==> config.mk <==
export PLATFORM = sky130hd
export DESIGN_NAME = fetch_unit
export DESIGN_NICKNAME = d
export VERILOG_FILES = /design/src/rtl/mips_fetch_pkg.sv /design/src/rtl/fetch_ir.sv /design/src/rtl/fetch_unit.sv
export SDC_FILE = /design/constraint.sdc
export NUM_CORES = 1
export LEC_CHECK = 0
export ABC_AREA = 1
export CORE_MARGIN = 8
export CORE_UTILIZATION = 45
export DETAILED_ROUTE_END_ITERATION = 8
export GPL_TIMING_DRIVEN = 0
export PLACE_DENSITY_LB_ADDON = 0.05
export SYNTH_ARGS = -nofsm -noshare
export SYNTH_HDL_FRONTEND = slang
export SYNTH_SLANG_ARGS = --single-unit
==> constraint.sdc <==
create_clock -name clk -period 3.3 [get_ports clk]
set_input_delay 0.33 -clock clk [delete_from_list [all_inputs] [get_ports clk]]
set_output_delay 0.33 -clock clk [all_outputs]
set_load 0.02 [all_outputs]
==> src/rtl/mips_fetch_pkg.sv <==
// Shared definitions for the MIPS instruction-fetch sequencer: FSM states and PC defaults.
package mips_fetch_pkg;
  typedef enum logic [1:0] {
    INIT    = 2'd0,
    REQ     = 2'd1,
    DELIVER = 2'd2
  } fetch_state_t;

  localparam logic [31:0] RESET_VECTOR_DEF = 32'h0040_0000;
  localparam int          PC_STEP_DEF      = 4;
endpackage

==> src/rtl/fetch_ir.sv <==
// Instruction register plus valid bit; load captures a word, clear drops valid, otherwise hold.
module fetch_ir (
  input  logic        clk,
  input  logic        rst,
  input  logic        load,
  input  logic        clear,
  input  logic [31:0] d,
  output logic [31:0] q,
  output logic        valid
);
  always_ff @(posedge clk) begin
    if (rst) begin
      q     <= '0;
      valid <= 1'b0;
    end else if (clear) begin
      valid <= 1'b0;
    end else if (load) begin
      q     <= d;
      valid <= 1'b1;
    end
  end
endmodule

==> src/rtl/fetch_unit.sv <==
// Instruction-fetch sequencer: drives PC loads, imem request/ack, and a valid/ready port to decode.
// Optional macro FETCH_ALIGN_CHECK_EN: misaligned redirect targets set sticky fetch_err instead of loading.
module fetch_unit
  import mips_fetch_pkg::*;
#(
  parameter logic [31:0] RESET_VECTOR = RESET_VECTOR_DEF,
  parameter int          PC_STEP      = PC_STEP_DEF
) (
  input  logic        clk,
  input  logic        rst,
  input  logic [31:0] pc_cur,
  output logic [31:0] pc_next,
  output logic        pc_ld,
  output logic        imem_req,
  output logic [31:0] imem_addr,
  input  logic        imem_ack,
  input  logic [31:0] imem_rdata,
  output logic [31:0] instr,
  output logic        instr_valid,
  input  logic        instr_ready,
  input  logic        branch_taken,
  input  logic [31:0] branch_target,
  output logic [31:0] instr_count,
  output logic        fetch_err
);
  fetch_state_t state, state_nxt;
  logic         ir_load, ir_clear, ir_valid, cnt_inc;
`ifdef FETCH_ALIGN_CHECK_EN
  logic         err_set;
`endif

  assign imem_addr = pc_cur;

  fetch_ir u_ir (
    .clk   (clk),
    .rst   (rst),
    .load  (ir_load),
    .clear (ir_clear),
    .d     (imem_rdata),
    .q     (instr),
    .valid (ir_valid)
  );

  always_ff @(posedge clk) begin
    if (rst) begin
      state       <= INIT;
      instr_count <= '0;
    end else begin
      state <= state_nxt;
      if (cnt_inc) instr_count <= instr_count + 32'd1;
    end
  end

`ifdef FETCH_ALIGN_CHECK_EN
  always_ff @(posedge clk) begin
    if (rst)          fetch_err <= 1'b0;
    else if (err_set) fetch_err <= 1'b1;
  end
`else
  assign fetch_err = 1'b0;
`endif

  always_comb begin
    state_nxt   = state;
    pc_ld       = 1'b0;
    pc_next     = pc_cur;
    imem_req    = 1'b0;
    instr_valid = 1'b0;
    ir_load     = 1'b0;
    ir_clear    = 1'b0;
    cnt_inc     = 1'b0;
`ifdef FETCH_ALIGN_CHECK_EN
    err_set     = 1'b0;
`endif
    // Reset behaves as INIT regardless of the stored state so the PC reloads every reset cycle.
    if (rst || state == INIT) begin
      pc_ld     = 1'b1;
      pc_next   = RESET_VECTOR;
      state_nxt = REQ;
    end else if (branch_taken) begin
      ir_clear  = 1'b1;
      state_nxt = REQ;
`ifdef FETCH_ALIGN_CHECK_EN
      if (branch_target[1:0] != 2'b00) begin
        err_set = 1'b1;
      end else begin
        pc_ld   = 1'b1;
        pc_next = branch_target;
      end
`else
      pc_ld   = 1'b1;
      pc_next = branch_target;
`endif
    end else if (state == REQ) begin
      imem_req = 1'b1;
      if (imem_ack) begin
        ir_load   = 1'b1;
        state_nxt = DELIVER;
      end
    end else if (state == DELIVER) begin
      instr_valid = ir_valid;
      if (instr_ready) begin
        pc_ld     = 1'b1;
        pc_next   = pc_cur + 32'(PC_STEP);
        cnt_inc   = 1'b1;
        ir_clear  = 1'b1;
        state_nxt = REQ;
      end
    end else begin
      state_nxt = INIT;
    end
  end
endmodule

==> flow_summary.toml <==
[power]
power-per-cell-area_nw_per_um2 = 265
peakVddDrop_uv = 237
cellLeakagePower_nw = 3.04

[clock_network]
numClockSinks = 67
postCtsSetupBuffers = 0
cts.reportedPaths.clkPinSlew_ns = 0.08
cts-root-buf = "clkbuf_8"
cts_buffers = 9
worstSkewPairLatency_ns = 0.35
htreeDepth = 3
cts_tree = "yes"
cts_hold_buf = 0
cts_max_path_buffers = 2
post_cts_resized = 0

[logic_synthesis]
synth_fa_ha_area_share_pct = 0.513
synthArstFlopShare_pct = 0
synthFlopType = "dfxtp_1"
synth_area_um2 = 4880
synth-edff-count = 0
synth_nets = 947
synth_top_family_by_area = "simple AND/OR/NAND/NOR gates"
yosysTopAreaCellShare_pct = 27.5
synth-seq-area-share_pct = 27.5
yosys_register_bits = 67
synth_xor_xnor_area_share_pct = 1.08
post-synth-top-count-cell = "nand2_1"
yosysWarnings = 0
synth_common_cells = "209 x nand2_1, 204 x nor2_1, 87 x inv_1, 67 x dfxtp_1, 57 x o21ai_0"
synth_largest_area_cell = "dfxtp_1"
syn_avg_cell_area_um2 = 5.78
yosys.area_share.simple_pct = 45.6
synth-compound-area-share_pct = 10.7
synth_cells = 844
ys_types = 37
ys_top_cells_by_area = "dfxtp_1 28%, nand2_1 16%, nor2_1 16%, inv_1 6.7%, o21ai_0 5.8%"
muxShareOfSynthArea_pct = 0

[outcome]
status = "finished, final reports clean"

[placed_design]
dpl_worst_slack_ns = 0.174
port_buffers = 228
gp_congestion = 0.924
hpwl_um = 14500
place_area_um2 = 7330

[route]
drtPass1Iterations = 5
drt_iter0_markers = 336
antenna_left = 0
routed_wl_um = 17800
wl_per_cell_um = 14.5
drc_errors = 0
vias_per_cell = 4.96
dr_total_vias = 6089

[worst_setup_path]
cp-start-kind = "primary input"
required_ns = 2.97
cp.arrival_ns = 2.76
path_max_fanout = 6
worst_r2r_path_depth = 9
critPathCaptureType = "output port"
worstSetupPathType = "in -> out"
rrSetupSlack_ns = 1.26
r2r_start = "instr_count[0]$_SDFFE_PP0P_"
r2r-end = "instr_count[20]$_SDFFE_PP0P_"

[global_routing]
grt_pass1_vias = 5818
antenna_found_initial = 0
overflow = 0
grt_max_degree = 13
grt_pass1_wl_um = 27800
grtUsageTotal_pct = 23.6

[min_path]
holdPathEnd = "instr_count[27]$_SDFFE_PP0P_"
whs_path_depth = 2
hp-class = "in -> reg"
hold_start = "rst"

[final_layout]
nNetsFinal = 1186
design_area_um2 = 7520
syn_to_final_growth_pct = 54.2
fin_util_pct = 70.3
nFillCells = 1009
regArea_um2 = 1340
diodes = 0
multi_input_area_um2 = 2830
drive_gt1_share_pct = 6.71

[timing]
fin_ws_ns = 0.206
fmax_mhz = 323
period_needed_ns = 3.09
fin_crit_sh_pct = 93.7
slew_headroom_pct = 60.3
grt_setup_unrepaired = "no"
finalSetupViolations = 0
finClkSkew_ns = 0.0143
setup-tns-final_ns = 0
hold_violations = 0
worst_pin_slew_ns = 0.596
fin_hold_ws_ns = 0.296
finalMaxSlewViolations = 0

[die]
die_h_um = 120
die_w_um = 120
dieArea_um2 = 14400
ioPinCount = 233
core_um2 = 10700
start_util_pct = 45.6
row_count = 38

[flow_run]
maxCapViolCount = 0
-- logic make-up (layout without fill, tap and decap cells) --
kind of cell	Yosys count	in the layout
other	1	1
adders and majority gates	2	2
AOI/OAI and AO/OA	97	97
DFF	67	67
and+or+nand+nor	523	523
xor gates and xnor gates	6	6
buffers and inverters	148	392
-- placed cells by master (no fill, tap or decap), types with 3 or more instances in the layout --
| cell type | count |
|---|---|
| clkbuf_1 | 14 |
| or2_0 | 3 |
| nand3b_1 | 12 |
| nand4_1 | 17 |
| buf_4 | 37 |
| nand2_1 | 209 |
| a21oi_1 | 24 |
| or2_2 | 3 |
| o21bai_1 | 4 |
| xor2_1 | 5 |
| nor2_1 | 202 |
| buf_1 | 3 |
| clkdlybuf4s50_1 | 228 |
| dfxtp_1 | 67 |
| o21ai_0 | 57 |
| buf_2 | 4 |
| o211ai_1 | 6 |
| nor3b_1 | 3 |
| nor2_4 | 4 |
| inv_1 | 87 |
| nand3_1 | 53 |
| clkbuf_8 | 10 |
| nor3_1 | 10 |
| nor2_2 | 4 |
-- critical path, cell delays in order --
cell and delay [ns]:
clkdlybuf4s50_1 0.58, nand2_1 0.12, nor2_1 0.31, nand3_1 0.21
nor2_4 0.22, nand2_1 0.07, nand2_1 0.06, nand2_1 0.05
a21oi_1 0.16, clkdlybuf4s50_1 0.65
-- flip-flops by register name, summed over array words and instances (netlist names) --
register and flops:
u_ir.q 32, instr_count 32, u_ir.valid 1, state 2
-- where the power goes --
group / leakage (nW) / internal (W) / switching (W)
registers: 0.542 / 0.000823 / 0.00000718
clock network: 0.0859 / 0.000296 / 0.000326
logic: 2.42 / 0.000272 / 0.000269
-- area by class of cell --
type	count	share of cell area, %
multi-input combinational	629	37.7
inverter	89	4.44
timing repair buffer	228	30.4
tap	140	2.33
sequential	67	17.8
buffer	59	4.98
clock inverter	5	0.499
clock buffer	11	1.88
-- through the flow --
step                      cells  power [W]
after floorplan             844    0.00109
after global placement     1212    0.00139
after detailed placement   1212    0.00139
after CTS                  1228    0.00201
after global routing       1228    0.00210
final                      1228    0.00199
-- per-layer routing --
layer	track usage (%)	up-vias	wire (µm)
met5	0	-	0
met3	5.92	28	1590
met2	42.2	237	8690
met4	9.60	0	416
li1	-	3118	-
met1	26.2	2706	7060
-- worst max path at each step --
stage | startpoint | end | slack (ns) | cells after the start
6_report | pc_cur[7] | pc_next[21] | 0.21 | 10
5_1_grt | pc_cur[2] | pc_next[28] | 0.03 | 11
4_1_cts | pc_cur[2] | pc_next[28] | 0.15 | 11
3_5_place_dp | pc_cur[2] | pc_next[28] | 0.17 | 11
3_3_place_gp | pc_cur[2] | pc_next[28] | 0.18 | 11
2_1_floorplan | instr_ready | pc_next[21] | 1.39 | 9
No activity file was read; power rests on OpenSTA's default activity.
